==> src/rtl/sram_arb_pkg.sv <==
`default_nettype none
// ============================================================================
//  Module   : sram_arb_pkg
//  Purpose  : Shared widths, FSM state encoding and grant-latch record for
//             the two-port external SRAM arbiter.
//  Contents : ADDR_W, DATA_W, sram_arb_state_t, sram_req_t
//  Revision : 1.0  initial release
// ============================================================================
package sram_arb_pkg;

  localparam int ADDR_W = 20;
  localparam int DATA_W = 16;

  typedef enum logic [1:0] {
    IDLE   = 2'd0,
    ACCESS = 2'd1,
    DONE   = 2'd2
  } sram_arb_state_t;

  // Everything about the winning request that must stay stable for the
  // whole transfer, captured in the grant cycle.
  typedef struct packed {
    logic              we;
    logic [ADDR_W-1:0] addr;
    logic [DATA_W-1:0] wdata;
  } sram_req_t;

endpackage : sram_arb_pkg
`default_nettype wire

==> src/rtl/rr_grant2.sv <==
`default_nettype none
// ============================================================================
//  Module   : rr_grant2
//  Purpose  : Combinational round-robin winner select for two requesters.
//  Ports    : req[1:0]  in   request vector
//             prio      in   preferred port when both request
//             grant[1:0] out one-hot grant (all zero with no request)
//             idx       out  index of the winning port
//  Revision : 1.0  initial release
// ============================================================================
module rr_grant2 (
  input  logic [1:0] req,
  input  logic       prio,
  output logic [1:0] grant,
  output logic       idx
);

  always_comb begin
    idx   = 1'b0;
    grant = 2'b00;
    case (req)
      2'b01:   idx = 1'b0;
      2'b10:   idx = 1'b1;
      2'b11:   idx = prio;
      default: idx = 1'b0;
    endcase
    if (req != 2'b00) begin
      grant = idx ? 2'b10 : 2'b01;
    end
  end

endmodule : rr_grant2
`default_nettype wire

==> src/rtl/sram_arbiter.sv <==
`default_nettype none
// ============================================================================
//  Module   : sram_arbiter
//  Purpose  : Two-port round-robin arbiter and access sequencer for a single
//             16-bit x 1M-word asynchronous SRAM.
//  Ports    : Clk, Reset (async, active high)
//             req0/1, we0/1, addr0/1, wdata0/1   requester inputs
//             ack0/1, rdata0/1                   requester responses
//             busy                               high outside IDLE
//             SRAM_ADDR, Data_to_SRAM, Data_from_SRAM,
//             SRAM_CE_N, SRAM_OE_N, SRAM_WE_N    SRAM side
//  Params   : WAIT_CYCLES  ACCESS cycles per transfer (1..15)
//  Revision : 1.0  initial release
// ============================================================================
module sram_arbiter
  import sram_arb_pkg::*;
#(
  parameter int WAIT_CYCLES = 2
) (
  input  logic              Clk,
  input  logic              Reset,
  input  logic              req0,
  input  logic              req1,
  input  logic              we0,
  input  logic              we1,
  input  logic [ADDR_W-1:0] addr0,
  input  logic [ADDR_W-1:0] addr1,
  input  logic [DATA_W-1:0] wdata0,
  input  logic [DATA_W-1:0] wdata1,
  output logic              ack0,
  output logic              ack1,
  output logic [DATA_W-1:0] rdata0,
  output logic [DATA_W-1:0] rdata1,
  output logic              busy,
  output logic [ADDR_W-1:0] SRAM_ADDR,
  output logic [DATA_W-1:0] Data_to_SRAM,
  input  logic [DATA_W-1:0] Data_from_SRAM,
  output logic              SRAM_CE_N,
  output logic              SRAM_OE_N,
  output logic              SRAM_WE_N
);

  localparam logic [3:0] c_cnt_load = 4'(WAIT_CYCLES - 1);

  sram_arb_state_t   r_state;
  sram_arb_state_t   w_state_nxt;
  logic              w_grant_now;
  logic              w_last_access;

  logic              r_prio;
  logic              r_port;
  logic [3:0]        r_cnt;
  sram_req_t         r_req;
  sram_req_t         w_req_sel;
  logic [DATA_W-1:0] r_rdata0;
  logic [DATA_W-1:0] r_rdata1;

  logic [1:0]        w_grant;
  logic              w_idx;

  rr_grant2 u_rr (
    .req   ({req1, req0}),
    .prio  (r_prio),
    .grant (w_grant),
    .idx   (w_idx)
  );

  // Request record of the round-robin winner.
  always_comb begin
    w_req_sel = '0;
    if (w_idx) begin
      w_req_sel.we    = we1;
      w_req_sel.addr  = addr1;
      w_req_sel.wdata = wdata1;
    end else begin
      w_req_sel.we    = we0;
      w_req_sel.addr  = addr0;
      w_req_sel.wdata = wdata0;
    end
  end

  // --------------------------------------------------------------------------
  // FSM state register
  // --------------------------------------------------------------------------
  always_ff @(posedge Clk or posedge Reset) begin
    if (Reset) begin
      r_state <= IDLE;
    end else begin
      r_state <= w_state_nxt;
    end
  end

  // --------------------------------------------------------------------------
  // FSM next state and outputs. Strobes and acks decode straight from the
  // state register, so an asynchronous reset releases the SRAM at once and
  // suppresses any pending ack.
  // --------------------------------------------------------------------------
  always_comb begin
    w_state_nxt   = r_state;
    w_grant_now   = 1'b0;
    w_last_access = 1'b0;
    ack0          = 1'b0;
    ack1          = 1'b0;
    busy          = 1'b1;
    SRAM_CE_N     = 1'b1;
    SRAM_OE_N     = 1'b1;
    SRAM_WE_N     = 1'b1;
    case (r_state)
      IDLE: begin
        busy = 1'b0;
        if (w_grant != 2'b00) begin
          w_grant_now = 1'b1;
          w_state_nxt = ACCESS;
        end
      end
      ACCESS: begin
        SRAM_CE_N = 1'b0;
        SRAM_OE_N = r_req.we;
        SRAM_WE_N = ~r_req.we;
        if (r_cnt == 4'd0) begin
          w_last_access = 1'b1;
          w_state_nxt   = DONE;
        end
      end
      DONE: begin
        // Chip stays selected with address held so WE_N rises cleanly.
        SRAM_CE_N   = 1'b0;
        ack0        = ~r_port;
        ack1        = r_port;
        w_state_nxt = IDLE;
      end
      default: begin
        busy        = 1'b0;
        w_state_nxt = IDLE;
      end
    endcase
  end

  // --------------------------------------------------------------------------
  // Grant latch, wait counter, priority and read-data capture
  // --------------------------------------------------------------------------
  always_ff @(posedge Clk or posedge Reset) begin
    if (Reset) begin
      r_prio   <= 1'b0;
      r_port   <= 1'b0;
      r_cnt    <= 4'd0;
      r_req    <= '0;
      r_rdata0 <= '0;
      r_rdata1 <= '0;
    end else begin
      if (w_grant_now) begin
        r_req  <= w_req_sel;
        r_port <= w_idx;
        r_prio <= ~w_idx;
        r_cnt  <= c_cnt_load;
      end else if (r_state == ACCESS && r_cnt != 4'd0) begin
        r_cnt <= r_cnt - 4'd1;
      end

      if (w_last_access && !r_req.we) begin
        if (r_port) begin
          r_rdata1 <= Data_from_SRAM;
        end else begin
          r_rdata0 <= Data_from_SRAM;
        end
      end
    end
  end

  // Address and write data hold their last values through IDLE.
  assign SRAM_ADDR    = r_req.addr;
  assign Data_to_SRAM = r_req.wdata;
  assign rdata0       = r_rdata0;
  assign rdata1       = r_rdata1;

endmodule : sram_arbiter
`default_nettype wire

==> config.mk <==
export PLATFORM = sky130hd
export DESIGN_NAME = sram_arbiter
export DESIGN_NICKNAME = d
export VERILOG_FILES = /design/src/rtl/sram_arb_pkg.sv /design/src/rtl/rr_grant2.sv /design/src/rtl/sram_arbiter.sv
export SDC_FILE = /design/constraint.sdc
export NUM_CORES = 1
export LEC_CHECK = 0
export ABC_AREA = 1
export CAP_MARGIN = 20
export CORE_AREA = 2 2 98 100
export CTS_CLUSTER_SIZE = 28
export DETAILED_ROUTE_END_ITERATION = 12
export DIE_AREA = 0 0 100 102
export HOLD_SLACK_MARGIN = 0.1
export PLACE_DENSITY = 0.82
export SYNTH_ARGS = -nofsm -noshare
export SYNTH_HDL_FRONTEND = slang
export SYNTH_SLANG_ARGS = --single-unit
==> constraint.sdc <==
create_clock -name Clk -period 5.1 [get_ports Clk]
set_input_delay 1.53 -clock Clk [delete_from_list [all_inputs] [get_ports Clk]]
set_output_delay 1.53 -clock Clk [all_outputs]
set_load 0.02 [all_outputs]
==> flow_summary.ini <==
[die]
die_h_um = 102
fp.dieArea_um2 = 10200
die_width_um = 100
start_util_pct = 47.2
boundaryPins = 168
core_um2 = 9110
num_rows = 35

[clock_tree]
htree_levels = 3
clkTransAtPathRegs_ps = 80
cts_buffers = 9
cts.sinks = 77
clkLatencyLatePin_ps = 340
cts_tree = yes
root_buffer = clkbuf_8
ctsResizeCount = 0
clock_tree.buffer_depth = 2
hold_buffers = 0
cts_setup_buffers = 0

[synthesis]
yosys-top-cells-area = dfrtp_1 45%, nand2_1 11%, buf_4 6.6%
seq_area_frac_synth_pct = 44.8
yosys_warnings = 0
synth_fp_nets = 601
synth_common_cells = 124 x nand2_1, 77 x dfrtp_1, 67 x inv_1
ys.flop_type = dfrtp_1
synth.distinct_cells = 25
synth_edf_count = 0
yosys.area.top_type = dfrtp_1
syn_inst = 501
synth_area_per_cell_um2 = 8.58
synthesis.area_um2 = 4300
yosysMostFrequentCell = nand2_1
yosysTopAreaCellShare_pct = 44.8
ys_seq_elements = 77
synthArstFlopShare_pct = 100

[finish]
multi_input_area_um2 = 1650
ff_latch_area_um2 = 1930
nets = 723
nFillCells = 741
drive_above_1_share_pct = 15.4
num_antenna_cells = 0
area_growth_pct = 38.0

[sta]
finalCritPeriodShare_pct = 67.2
final-hold-violation-count = 0
fin_skew_ps = 9.40
finalSetupViolations = 0
fin_ws_ps = 1670
min_period_ps = 3430
slew_headroom_pct = 28.4
fmax_ghz = 0.292
drv_slew = 0
tightest_slew_ps = 1070
worst_hold_slack_ps = 488
rsz0062_at_grt = no
setup_tns_ps = 0

[setup_path]
crit_path_end_kind = primary output
worstPathMaxFanout = 3
cp.arrival_ps = 1900
criticalPathCategory = flip-flop to primary output
crit_path_start_kind = flip-flop
crit_required_ps = 3570

[power]
p_int_uw = 2140
switching_share_pct = 40.6
power.density_nw_per_um2 = 607
p_leak_uw = 0.00290
peakVddDrop_mv = 0.367
power_uw = 3600
clock_power_share_pct = 16.9
seqPwrFrac_pct = 30.6
switchingPower_uw = 1460
combPwrFrac_pct = 52.5

[drt]
wl_um = 9720
drc = 0
drtIter0Drc = 108
routed_via_density = 4.71
wl_per_cell_um = 13.2
final_antenna_net_count = 0
via_count = 3484
drt-pass1-iter-count = 4

[placed_design]
dp_hpwl_um = 7060
io_buffers = 167
place_congestion = 0.787
place_ws_ps = 1400

[global_routing]
grt_usage_pct = 19.5
first_global_vias = 3485
grt_overflow = 0
grt_max_degree = 76
grt_antenna_before_repair = 0
grt_pass1_wl_um = 15900

[worst_hold_path]
min_path_type = flip-flop to flip-flop

[flow_run]
drv_cap = 0

[outcome]
status = finished clean
path summary, 6_finish.rpt:
path / start / end / slack, ps / cells after the start
setup / recovery: r_state[1] / SRAM_OE_N / 1670 / 6
hold / removal: SRAM_ADDR[0] / SRAM_ADDR[0] / 490 / 2
setup reg to reg: r_state[1] / r_port / 2830 / 7
hold reg to reg: SRAM_ADDR[0] / SRAM_ADDR[0] / 490 / 2
max in group asynchronous: Reset / rdata1[14] / 2600 / 3
min in group asynchronous: Reset / SRAM_ADDR[18] / 1620 / 2
flip-flops by register name, indices dropped and copies added, names as in the netlist:
signal and count:
rdata0 16, r_prio 1, r_req 1, rdata1 16, Data_to_SRAM 16, r_state 2
SRAM_ADDR 20, r_port 1, r_cnt 4
placed cells by master, fill, tap and decap left out:
master             n
clkbuf_8           9
nand4_1            1
nor2_4             1
clkdlybuf4s50_1  167
a21oi_1            1
dfrtp_1           77
bufinv_16          4
nand3_1            4
nand2_2           20
o21a_1             1
clkinv_4           2
o21ai_1           41
xor2_1             1
nand2_4           21
o21ai_0            1
nor2_2             1
nand2_1          124
ha_1               6
nor2_1            41
clkinv_2           1
buf_4              2
inv_2              2
o21ai_2           30
inv_6              1
o21ai_4            1
nand3_4            2
inv_1             66
critical path, cell delays in order (launching register included):
cell             delay, ps
dfrtp_1                410
inv_1                  110
ha_1                   190
inv_1                   90
nor2_4                 160
inv_1                   50
clkdlybuf4s50_1        550
metrics by stage:
| stage | area [um^2] | utilization, % | std cells |
|---|---|---|---|
| floorplan | 4300 | - | 501 |
| global placement | 5660 | 62.1 | 723 |
| CTS | 5930 | 65.1 | 739 |
| finish | 5930 | 65.1 | 739 |
| detailed placement | 5660 | 62.1 | 723 |
| global route | 5930 | 65.1 | 739 |
cell families (layout without fill, tap and decap cells):
logic type	count (synthesis)	count (layout)	share of synthesized area, %
compound gates	75	75	11.7
xor+xnor	1	1	0.204
simple gates	215	215	24.5
fa+ha+maj	6	6	1.75
flops	77	77	44.8
buf+inv	127	254	17.0
power by group through the flow:
stage	combinational (uW)	sequential, uW	clock, uW
final	1890	1100	610
after global placement	1850	1100	0
after CTS	1910	1100	623
after detailed placement	1900	1110	0
after floorplan	1190	1220	0
after global routing	2060	1140	646
area by class of cell:
type                       count  area share (%)
clock inverter                 7            2.47
timing repair buffer         169            28.5
inverter                      69            4.39
multi-input combinational    297            27.8
sequential                    77            32.5
clock buffer                   9            2.09
tap                          111            2.34
metal layers:
layer,part of all wire [%],wire length [um],up-vias,track usage [%]
li1,-,-,1724,-
met1,40,3940,1604,23.1
met2,48,4710,149,33.9
met3,10,984,7,6.29
met4,0.93,90,0,6.01
met5,0,0,-,0
(Power assumes the default switching activity.)
